File: config.mk
export PLATFORM = sky130hd
export DESIGN_NAME = rps_match
export DESIGN_NICKNAME = d
export VERILOG_FILES = /design/src/rtl/rps_match.sv
export SDC_FILE = /design/constraint.sdc
export NUM_CORES = 1
export LEC_CHECK = 0
export BUFFER_PORTS_ARGS = -buffer_cell sky130_fd_sc_hd__buf_4
export CAP_MARGIN = 10
export CORE_MARGIN = 5
export CORE_UTILIZATION = 40
export CTS_BUF_LIST = sky130_fd_sc_hd__clkbuf_16
export CTS_CLUSTER_DIAMETER = 120
export DETAILED_ROUTE_END_ITERATION = 12
export HOLD_SLACK_MARGIN = 0.06
export SLEW_MARGIN = 20
export SYNTH_ARGS = -nofsm -noshare
export SYNTH_HDL_FRONTEND = slang
export SYNTH_SLANG_ARGS = --single-unit
File: constraint.sdc
create_clock -name clk -period 6.1 [get_ports clk]
set_clock_uncertainty 0.1 [all_clocks]
set_input_delay 0.305 -clock clk [delete_from_list [all_inputs] [get_ports clk]]
set_output_delay 0.305 -clock clk [all_outputs]
set_load 0.005 [all_outputs]
File: src/rtl/rps_match.sv
`default_nettype none
// +--------------------------------------------------------------------------+
// | Module   : rps_match                                                     |
// | Purpose  : Best-of-N rock-paper-scissors match controller with two       |
// |            valid/ready move inputs, score keeping and match verdict.     |
// |            Optional tie-limit draw rule enabled by RPS_TIE_LIMIT_EN.     |
// | Revision : 1.0 - initial release                                         |
// +--------------------------------------------------------------------------+
module rps_match #(
    parameter int WIN_TARGET = 3,
    parameter int SCORE_W    = 4,
    parameter int TIE_LIMIT  = 5
) (
    input  logic               clk,
    input  logic               rst,
    input  logic               start,
    input  logic               p0_valid,
    input  logic [1:0]         p0_move,
    output logic               p0_ready,
    input  logic               p1_valid,
    input  logic [1:0]         p1_move,
    output logic               p1_ready,
    output logic               round_valid,
    output logic [1:0]         round_result,
    output logic [SCORE_W-1:0] score0,
    output logic [SCORE_W-1:0] score1,
    output logic               match_done,
    output logic [1:0]         match_winner
);

    localparam logic [1:0] c_RES_P0  = 2'd0;
    localparam logic [1:0] c_RES_P1  = 2'd1;
    localparam logic [1:0] c_RES_TIE = 2'd2;
    localparam logic [1:0] c_ILLEGAL = 2'd3;

    typedef enum logic [1:0] {
        IDLE    = 2'd0,
        COLLECT = 2'd1,
        RESOLVE = 2'd2,
        DONE    = 2'd3
    } state_t;

    state_t             r_state, w_state_nxt;
    logic               r_held0, r_held1, w_held0_nxt, w_held1_nxt;
    logic [1:0]         r_move0, r_move1, w_move0_nxt, w_move1_nxt;
    logic [SCORE_W-1:0] r_score0, r_score1, w_score0_nxt, w_score1_nxt;
    logic [1:0]         r_winner, w_winner_nxt;
    logic               r_ready0, r_ready1, w_ready0_nxt, w_ready1_nxt;
    logic [2:0]         w_diff;
    logic [1:0]         w_result;

`ifdef RPS_TIE_LIMIT_EN
    localparam int c_TIE_W = $clog2(TIE_LIMIT + 1);
    logic [c_TIE_W-1:0] r_tie_cnt, w_tie_cnt_nxt;
`endif

    // Out-of-range parameters elaborate this empty marker scope only.
    generate
        if (WIN_TARGET < 1 || WIN_TARGET > (2**SCORE_W) - 1 || TIE_LIMIT < 1) begin : g_param_range_bad
        end
    endgenerate

    // Round verdict from the held moves; an illegal move loses to any legal one.
    always_comb begin
        w_diff = 3'd3 + {1'b0, r_move0} - {1'b0, r_move1};
        if (w_diff >= 3'd3) begin
            w_diff = w_diff - 3'd3;
        end
        if (r_move0 == c_ILLEGAL && r_move1 == c_ILLEGAL) begin
            w_result = c_RES_TIE;
        end else if (r_move0 == c_ILLEGAL) begin
            w_result = c_RES_P1;
        end else if (r_move1 == c_ILLEGAL) begin
            w_result = c_RES_P0;
        end else begin
            case (w_diff)
                3'd0:    w_result = c_RES_TIE;
                3'd1:    w_result = c_RES_P0;
                default: w_result = c_RES_P1;
            endcase
        end
    end

    always_comb begin
        w_state_nxt  = r_state;
        w_held0_nxt  = r_held0;
        w_held1_nxt  = r_held1;
        w_move0_nxt  = r_move0;
        w_move1_nxt  = r_move1;
        w_score0_nxt = r_score0;
        w_score1_nxt = r_score1;
        w_winner_nxt = r_winner;
`ifdef RPS_TIE_LIMIT_EN
        w_tie_cnt_nxt = r_tie_cnt;
`endif
        case (r_state)
            COLLECT: begin
                if (p0_valid && r_ready0) begin
                    w_held0_nxt = 1'b1;
                    w_move0_nxt = p0_move;
                end
                if (p1_valid && r_ready1) begin
                    w_held1_nxt = 1'b1;
                    w_move1_nxt = p1_move;
                end
                if (w_held0_nxt && w_held1_nxt) begin
                    w_state_nxt = RESOLVE;
                end
            end
            RESOLVE: begin
                w_state_nxt = COLLECT;
                w_held0_nxt = 1'b0;
                w_held1_nxt = 1'b0;
`ifdef RPS_TIE_LIMIT_EN
                w_tie_cnt_nxt = '0;
`endif
                case (w_result)
                    c_RES_P0: begin
                        if (r_score0 != {SCORE_W{1'b1}}) begin
                            w_score0_nxt = r_score0 + 1'b1;
                        end
                        if (w_score0_nxt == SCORE_W'(WIN_TARGET)) begin
                            w_state_nxt  = DONE;
                            w_winner_nxt = c_RES_P0;
                        end
                    end
                    c_RES_P1: begin
                        if (r_score1 != {SCORE_W{1'b1}}) begin
                            w_score1_nxt = r_score1 + 1'b1;
                        end
                        if (w_score1_nxt == SCORE_W'(WIN_TARGET)) begin
                            w_state_nxt  = DONE;
                            w_winner_nxt = c_RES_P1;
                        end
                    end
                    default: begin
`ifdef RPS_TIE_LIMIT_EN
                        w_tie_cnt_nxt = r_tie_cnt + 1'b1;
                        if (w_tie_cnt_nxt == c_TIE_W'(TIE_LIMIT)) begin
                            w_state_nxt  = DONE;
                            w_winner_nxt = c_RES_TIE;
                        end
`else
                        w_state_nxt = COLLECT;
`endif
                    end
                endcase
            end
            default: ;
        endcase

        // start overrides everything, including a same-cycle handshake or score update.
        if (start) begin
            w_state_nxt  = COLLECT;
            w_held0_nxt  = 1'b0;
            w_held1_nxt  = 1'b0;
            w_score0_nxt = '0;
            w_score1_nxt = '0;
`ifdef RPS_TIE_LIMIT_EN
            w_tie_cnt_nxt = '0;
`endif
        end

        w_ready0_nxt = (w_state_nxt == COLLECT) && !w_held0_nxt;
        w_ready1_nxt = (w_state_nxt == COLLECT) && !w_held1_nxt;
    end

    always_ff @(posedge clk or posedge rst) begin
        if (rst) begin
            r_state  <= IDLE;
            r_held0  <= 1'b0;
            r_held1  <= 1'b0;
            r_move0  <= 2'd0;
            r_move1  <= 2'd0;
            r_score0 <= '0;
            r_score1 <= '0;
            r_winner <= 2'd0;
            r_ready0 <= 1'b0;
            r_ready1 <= 1'b0;
`ifdef RPS_TIE_LIMIT_EN
            r_tie_cnt <= '0;
`endif
        end else begin
            r_state  <= w_state_nxt;
            r_held0  <= w_held0_nxt;
            r_held1  <= w_held1_nxt;
            r_move0  <= w_move0_nxt;
            r_move1  <= w_move1_nxt;
            r_score0 <= w_score0_nxt;
            r_score1 <= w_score1_nxt;
            r_winner <= w_winner_nxt;
            r_ready0 <= w_ready0_nxt;
            r_ready1 <= w_ready1_nxt;
`ifdef RPS_TIE_LIMIT_EN
            r_tie_cnt <= w_tie_cnt_nxt;
`endif
        end
    end

    assign p0_ready     = r_ready0;
    assign p1_ready     = r_ready1;
    assign round_valid  = (r_state == RESOLVE);
    assign round_result = round_valid ? w_result : 2'd0;
    assign score0       = r_score0;
    assign score1       = r_score1;
    assign match_done   = (r_state == DONE);
    assign match_winner = r_winner;

endmodule
`default_nettype wire

==> impl_metrics.ini, run 1 <==
[yosys]
synth_top_cell_area_share = 0.4167
synthTopCellsByCount = dfrtp_1, a21oi_1, inv_1, ha_1, nand2_1
ys_types = 37
synth-edff-count = 0
synth.top_cells.by_area = dfrtp_1, ha_1, a21oi_1, mux2_2, nand3_1
synth_nets = 134
seq_area_frac_synth = 0.4167
yosysTopAreaCell = dfrtp_1
postSynth.asyncResetShare = 1.000
synth-main-ff-cell = dfrtp_1
synth_area_um2 = 1141
yosysMostFrequentCell = dfrtp_1
synth.avg_cell_area_um2 = 9.837
yosys_warnings = 0
synth-seq-cells = 19
synthCells = 116

[clock_tree]
h-tree-depth = 1
cts_sinks = 19
numCtsBuffers = 3
post-cts-setup-buffers = 0
cts_buffer_depth = 2
ctsResizeCount = 0
cts-root-buf = clkbuf_16
cts_tree = built
clkLatencyLatePin_ns = 0.25
worst_setup_hold_path_clk_slew_ns = 0.05
hold_buffers = 0

[grt]
grt_pass1_wl_mm = 4.215
antenna_found_initial = 0
grt_max_degree = 20
overflow = 0
grt_usage = 0.1280
grt_pass1_vias = 987

[timing]
rsz0062_at_grt = no
worstMarginPinSlew_ns = 0.7266
finalCritPeriodShare = 0.5627
tns_ns = 0
slew_headroom = 0.5150
period_needed_ns = 3.433
finalHoldViolations = 0
setup_viol = 0
max_freq_ghz = 0.2913
slew_violations = 0

[placed_design]
hpwl_mm = 1.831
port_buffers = 23
place_congestion = 0.7808

[critical_path]
end_kind = output port
crit_path_max_fanout = 4
cp_slowest_stage_delay_ns = 0.48
critPathBufInv = 1
setup.worst_path.start_class = register
critPathArrivalTime_ns = 3.03
r2r_start = r_move0[0]
path_class = register to output port
crit_chain = ha_1 -> fa_1 -> ha_1 -> ha_1 -> or3b_1 -> mux2i_1 -> or3b_1 -> a21oi_1 -> buf_4
worst_path_max_delay_cell = fa_1
cpMostUsedCell = ha_1
critPathTopFamily = adder cells
r2r_end = p0_ready
required_ns = 5.69
rr_worst_depth = 9
r2r_slack_ns = 3.19

[run]
drv_cap = 0

[drt]
drc = 0
wire_per_inst_um = 13.52
vias = 916
antenna_left = 0
firstDrtPassIters = 4
wirelength_mm = 2.325
vias_per_cell = 5.326
drt_iter0_drc = 36

[status]
status = completed

[floorplan]
rows = 19
core_um2 = 2734
ios = 25
die_h_um = 63.41
start_util = 0.4174
die_x_um = 63.41
dieArea_um2 = 4021

[finish]
layout.nets = 160
area_growth_pct = 24.56
drive_above_1_share = 0.2482
utilization = 0.5199
antenna_cells = 0

[hold_path]
hold_class = input pin to async pin

[power_and_ir_drop]
irDropWorstVdd_mv = 0.3819
power.leakage_nw = 0.6868
p_per_area_nw_per_um2 = 454.1
routing by layer:
metal  share of wire  up-vias  GRT usage
met2            0.52       12     0.2208
met5               0        -          0
met1            0.44      437     0.1541
met4          0.0090        0    0.03896
met3           0.031        2    0.03375
li1                -      465          -
sequential cells by signal (all words and copies together), names as in the netlist:
signal / count
match_winner: 1
r_move1: 2
r_held0: 1
score1: 4
r_move0: 2
r_held1: 1
p0_ready: 1
r_state: 2
p1_ready: 1
score0: 4
final cells by class:
class | count | area [µm²]
fillers | 256 | 1313
clock buffers | 3 | 75.07
well taps | 31 | 38.79
inverters | 9 | 33.78
multi-input cells | 86 | 620.6
clock inverters | 1 | 5.005
flip-flops and latches | 19 | 475.5
repair buffers | 23 | 172.7
how the worst max path moves through the flow:
stage	start	to	slack [ns]	cells past startpoint
4_1_cts	r_move0[0]	round_result[1]	2.65	9
6_report	r_move0[0]	round_result[1]	2.67	9
5_1_grt	r_move0[0]	round_result[1]	2.54	9
3_5_place_dp	r_move0[0]	round_result[1]	2.91	9
3_3_place_gp	r_move0[0]	round_result[1]	2.98	9
2_1_floorplan	r_move0[0]	round_result[1]	3.13	8
power by group:
| group | leakage [nW] | switching [mW] | internal, mW |
|---|---|---|---|
| Sequential | 0.245 | 0.0272 | 0.160 |
| Clock | 0.0409 | 0.0448 | 0.0877 |
| Combinational | 0.400 | 0.177 | 0.149 |
| Total | 0.687 | 0.249 | 0.397 |
layout by cell type (no fill, tap or decap), types with 2 or more instances in the layout:
master / instances
a211oi_1: 2
a21oi_1: 10
and3_1: 3
buf_4: 23
clkbuf_16: 3
dfrtp_1: 19
ha_1: 8
inv_1: 9
mux2_2: 4
mux2i_1: 3
nand2_1: 8
nand3_1: 7
nor2_1: 6
nor3_1: 3
nor3b_1: 2
nor4b_1: 2
o21a_1: 2
o21ai_0: 4
or3b_1: 2
xnor2_1: 2
xor2_1: 2
through the flow:
step,power [mW],cell area [µm²],hold WS (ns),cells,setup slack [ns]
final,0.6454,1421,0.08536,172,2.667
after detailed placement,0.5194,1341,0.3962,168,2.906
after floorplan,0.4351,1141,0.1561,116,3.128
after global placement,0.5069,1341,0.3717,168,2.983
after global routing,0.7125,1421,0.1660,172,2.541
after CTS,0.6554,1421,0.1208,172,2.645
logic make-up after synthesis:
| family | share of synthesized area |
|---|---|
| buffers and inverters | 0.03947 |
| DFF | 0.4167 |
| AOI/OAI and AO/OA | 0.1513 |
| adders and majority gates | 0.1053 |
| muxes | 0.06579 |
| other | 0.003286 |
| xor gates and xnor gates | 0.03071 |
| and+or+nand+nor | 0.1875 |
Note: power is estimated with default switching activity, not from simulation.
==> run 2, diff against run 1 <==
==> constraint.sdc (replaced) <==
create_clock -name clk -period 3.4 [get_ports clk]
set_clock_uncertainty 0.1 [all_clocks]
set_input_delay 0.17 -clock clk [delete_from_list [all_inputs] [get_ports clk]]
set_output_delay 0.17 -clock clk [all_outputs]
set_load 0.005 [all_outputs]
==> run 2 against run 1 <==
Clock power grew 82%. Die area is the same. Clock-buffer cell count is the same. Global-route usage is essentially flat. Combinational power grew 110%. Total power grew 97%. First-iteration DRC count shrank 39%. Highest routed layer unchanged.
==> impl_metrics.ini, run 2 (synthesis results as in run 1) <==
[finish]
fillers = 259
drive_above_1_share = 0.2667
final_cell_mix = buf_4, dfrtp_1, a21oi_1, inv_1
utilization = 0.5506
layout.nets = 169
antenna_cells = 0
area_growth_pct = 31.91
layout.cells.non_filler = 181
final_area_um2 = 1505
mostFrequentLayoutCell = buf_4

[placed_design]
hpwl_mm = 1.835
place_congestion = 0.7785
placedCellCount = 168
place_ws_ns = 0.3364
port_buffers = 23
dpl-instance-area_um2 = 1341

[drt]
vias = 963
wirelength_mm = 2.423
wire_per_inst_um = 13.39
antenna_left = 0
drt_iter0_drc = 22
drc = 0
firstDrtPassIters = 4
vias_per_cell = 5.320

[power_and_ir_drop]
power.leakage_nw = 0.7284
total_power_mw = 1.272
irDropWorstVdd_mv = 0.8325
p_per_area_nw_per_um2 = 844.9

[critical_path]
crit_path_max_fanout = 4
cpMostUsedCell = ha_1
setup.worst_path.start_class = register
required_ns = 3.13
path_class = register to output port
end_kind = output port
r2r_start = r_move0[0]
cp_slowest_stage_delay_ns = 0.49
crit_start = r_move0[0]
critPathArrivalTime_ns = 3.02
crit_chain = ha_1 -> fa_1 -> ha_1 -> ha_1 -> or3b_1 -> mux2i_2 -> or3b_1 -> a21oi_1 -> buf_4
worst_path_max_delay_cell = fa_1

[timing]
slew_violations = 0
finalHoldViolations = 0
max_freq_ghz = 0.3043
slew_headroom = 0.5087
setup_viol = 0
period_needed_ns = 3.286
worst_slack_ns = 0.1142
tns_ns = 0
finalCritPeriodShare = 0.9664
worstMarginPinSlew_ns = 0.7361
holdWs_ns = 0.07697

[clock_tree]
cts_buffer_depth = 2
cts-root-buf = clkbuf_16
h-tree-depth = 1
cts_sinks = 19
cts_tree = built
numCtsBuffers = 3
worst_setup_hold_path_clk_slew_ns = 0.06
clkLatencyLatePin_ns = 0.25

[floorplan]
core_um2 = 2734
die_h_um = 63.41
ios = 25
start_util = 0.4174
rows = 19
die_x_um = 63.41
dieArea_um2 = 4021

[grt]
grt_usage = 0.1285
grt_pass1_wl_mm = 4.174
grt_max_degree = 20
grt_pass1_vias = 973
overflow = 0
antenna_found_initial = 0

[status]
status = completed

[hold_path]
hp-start = start
hold_class = input pin to register

[run]
drv_cap = 0
## run 2: layout make-up
type,count,area (µm²),share of cell area
sequential,19,475.5,0.3159
clock buffer,3,75.07,0.04988
multi-input combinational,86,624.3,0.4148
clock inverter,1,5.005,0.003325
timing repair buffer,32,252.7,0.1679
tap,31,38.79,0.02577
inverter,9,33.78,0.02244
## run 2: power by group
group	leakage, nW	internal [mW]	switching, mW
Clock	0.0409	0.158	0.0848
Combinational	0.442	0.345	0.353
Sequential	0.245	0.287	0.0452
## run 2: repair_timing
| item | CTS | global route |
|---|---|---|
| hold buffers | 5 | 0 |
| gates resized for setup | 0 | 1 |
| hold endpoints to repair | 23 | 0 |
| buffers inserted | 0 | 4 |
| setup endpoints to repair | 0 | 1 |
## run 2: final timing paths
| check | endpoint | slack, ns | depth (start not counted) |
|---|---|---|---|
| max in group asynchronous | r_move1[0] | 2.23 | 3 |
| setup / recovery | round_result[1] | 0.11 | 9 |
| min in group asynchronous | r_held0 | 0.51 | 3 |
| hold reg to reg | r_held1 | 0.42 | 1 |
| setup reg to reg | p0_ready | 0.38 | 10 |
| hold / removal | score0[0] | 0.08 | 2 |
## run 2: worst max-delay path, delay by kind of cell, from the launching register on
family,cells,cell delay (ns)
adders and majority gates,4,1.17
and+or+nand+nor,2,0.73
buffers and inverters,1,0.12
DFF,1,0.38
muxes,1,0.22
AOI/OAI and AO/OA,1,0.14
## run 2: metal layers
metal	vias to the layer above	wire, µm	track usage	part of all wire
met5	-	0	0	0
met4	0	31	0.04675	0.013
met3	4	63	0.02842	0.026
met2	11	1264	0.2170	0.52
met1	467	1063	0.1587	0.44
li1	481	-	-	-
==> run 3, diff against run 2 <==
--- a/config.mk
+++ b/config.mk
@@ -5,12 +5,14 @@
 export SDC_FILE = /design/constraint.sdc
 export NUM_CORES = 1
 export LEC_CHECK = 0
+export ABC_AREA = 1
 export BUFFER_PORTS_ARGS = -buffer_cell sky130_fd_sc_hd__buf_4
 export CAP_MARGIN = 10
 export CORE_MARGIN = 5
 export CORE_UTILIZATION = 40
 export CTS_BUF_LIST = sky130_fd_sc_hd__clkbuf_16
 export CTS_CLUSTER_DIAMETER = 120
+export CTS_CLUSTER_SIZE = 20
 export DETAILED_ROUTE_END_ITERATION = 12
 export HOLD_SLACK_MARGIN = 0.06
 export SLEW_MARGIN = 20
==> run 3 against run 2 <==
Combinational power is 6.3% higher. First-iteration DRC count up 130%. Final area grew 6.4%. Sequential cell count is the same. Largest power group unchanged. Maximum frequency up 19%. Non-clock buffer count is 5 lower. Routed wire length is 5.4% higher. Sequential share of layout area fell by 1.9 points. Via count grew 13%. Final cell count increased by 25%.
==> impl_metrics.ini, run 3 <==
[clock_tree]
ctsResizeCount = 0
worst_setup_hold_path_clk_slew_ns = 0.05
h-tree-depth = 1
cts_buffer_depth = 2
post-cts-setup-buffers = 0
cts_tree = built
cts_sinks = 19
hold_buffers = 4
cts-root-buf = clkbuf_16
clkLatencyLatePin_ns = 0.25
numCtsBuffers = 3

[power_and_ir_drop]
power.leakage_nw = 0.8077
total_power_mw = 1.327
p_per_area_nw_per_um2 = 828.4
irDropWorstVdd_mv = 0.4814

[placed_design]
place_congestion = 0.8070
placedCellCount = 218
port_buffers = 23
hpwl_mm = 2.021

[finish]
layout.cells.non_filler = 226
utilization = 0.5289
drive_above_1_share = 0.3187
antenna_cells = 0
layout.nets = 201
final_cell_mix = inv_1, buf_4, nand2_1, dfrtp_1, a21oi_1
area_growth_pct = 26.98

[timing]
worstMarginPinSlew_ns = 0.7153
period_needed_ns = 2.770
slew_headroom = 0.5226
slew_violations = 0
tns_ns = 0
finalHoldViolations = 0
setup_viol = 0
rsz0062_at_grt = no
max_freq_ghz = 0.3610
finalCritPeriodShare = 0.8147

[floorplan]
rows = 20
start_util = 0.4165
ios = 25
dieArea_um2 = 4376
core_um2 = 3028
die_h_um = 66.15
die_x_um = 66.15

[drt]
drc = 0
drt_iter0_drc = 50
wire_per_inst_um = 11.31
firstDrtPassIters = 4
vias = 1089
antenna_left = 0
wirelength_mm = 2.555
vias_per_cell = 4.819

[grt]
grt_max_degree = 20
overflow = 0
grt_pass1_vias = 1043
antenna_found_initial = 0
grt_pass1_wl_mm = 4.450
grt_usage = 0.1288

[critical_path]
crit_chain = ha_1 -> fa_1 -> ha_1 -> ha_1 -> inv_1 -> nand3_1 -> nand2_1 -> nand2_1 -> nor2_2 -> nor2_2 -> nor2_1 -> buf_4
critPathArrivalTime_ns = 2.50
crit_path_max_fanout = 4
setup.worst_path.start_class = register
worst_path_max_delay_cell = fa_1
required_ns = 3.13
end_kind = output port
cp_slowest_stage_delay_ns = 0.49
cpMostUsedCell = ha_1
path_class = register to output port

[hold_path]
hold_class = input pin to register

[yosys]
postSynth.asyncResetShare = 1.000
yosys_warnings = 0
synth-seq-cells = 19
synth.top_cells.by_area = dfrtp_1, ha_1, inv_1, nand2_1, a21oi_1
seq_area_frac_synth = 0.3770
synthTopCellsByCount = inv_1, nand2_1, dfrtp_1, a21oi_1, nor2_1
synth_area_um2 = 1261
ys_types = 27
yosysTopAreaCell = dfrtp_1
synth_nets = 170
synth-edff-count = 0
synth_top_cell_area_share = 0.3770
synth.avg_cell_area_um2 = 8.297
synthCells = 152
synth-main-ff-cell = dfrtp_1
yosysMostFrequentCell = inv_1

[run]
drv_cap = 0

[status]
status = completed
## run 3: routing by layer
| layer | track usage | vias up | part of all wire |
|---|---|---|---|
| met1 | 0.1653 | 510 | 0.46 |
| li1 | - | 555 | - |
| met3 | 0.03061 | 2 | 0.041 |
| met5 | 0 | - | 0 |
| met4 | 0.03807 | 0 | 0.011 |
| met2 | 0.2131 | 22 | 0.49 |
## run 3: worst max-delay path, delay by kind of cell (launching register included)
| kind | cells | cell delay, ns |
|---|---|---|
| fa+ha+maj | 4 | 1.19 |
| simple gates | 6 | 0.46 |
| flops | 1 | 0.40 |
| buf+inv | 2 | 0.19 |
## run 3: logic make-up after synthesis
group	synth area share
adders and majority gates	0.09524
muxes	0.01786
xor gates and xnor gates	0.006946
AOI/OAI and AO/OA	0.1528
and+or+nand+nor	0.2609
buffers and inverters	0.08631
DFF	0.3770
other	0.002973
## run 3: final cells by class
cell class | instances | area, µm²
fillers | 285 | 1426
multi-input cells | 105 | 676.9
flip-flops and latches | 19 | 475.5
repair buffers | 27 | 212.7
inverters | 27 | 101.3
clock buffers | 3 | 75.07
well taps | 44 | 55.05
clock inverters | 1 | 5.005
## run 3: per-stage QoR
| stage | hold WS, ns | area (µm²) | worst slack (ns) |
|---|---|---|---|
| 3_3_place_gp | 0.2398 | 1481 | 0.8766 |
| 6_report | 0.07933 | 1602 | 0.6299 |
| 2_1_floorplan | 0.02113 | 1261 | 0.9806 |
| 4_1_cts | 0.07350 | 1602 | 0.6258 |
| 5_1_grt | 0.09345 | 1602 | 0.4971 |
| 3_5_place_dp | 0.2391 | 1481 | 0.8061 |
## run 3: power by group
group	total, mW	internal (mW)	leakage, nW	switching [mW]
combinational	0.741	0.297	0.525	0.445
sequential	0.346	0.294	0.242	0.0529
clock	0.239	0.158	0.0409	0.0814
## run 3: final timing paths
path	cells after the start	from	to	slack, ns
max	12	r_move0[0]	round_result[1]	0.63
min in group asynchronous	3	rst	score1[1]	0.50
max reg2reg	14	r_move0[0]	p1_ready	0.81
min	3	p1_move[0]	r_move1[0]	0.08
min reg2reg	2	match_winner[0]	match_winner[0]	0.42
max in group asynchronous	3	rst	p0_ready	2.25
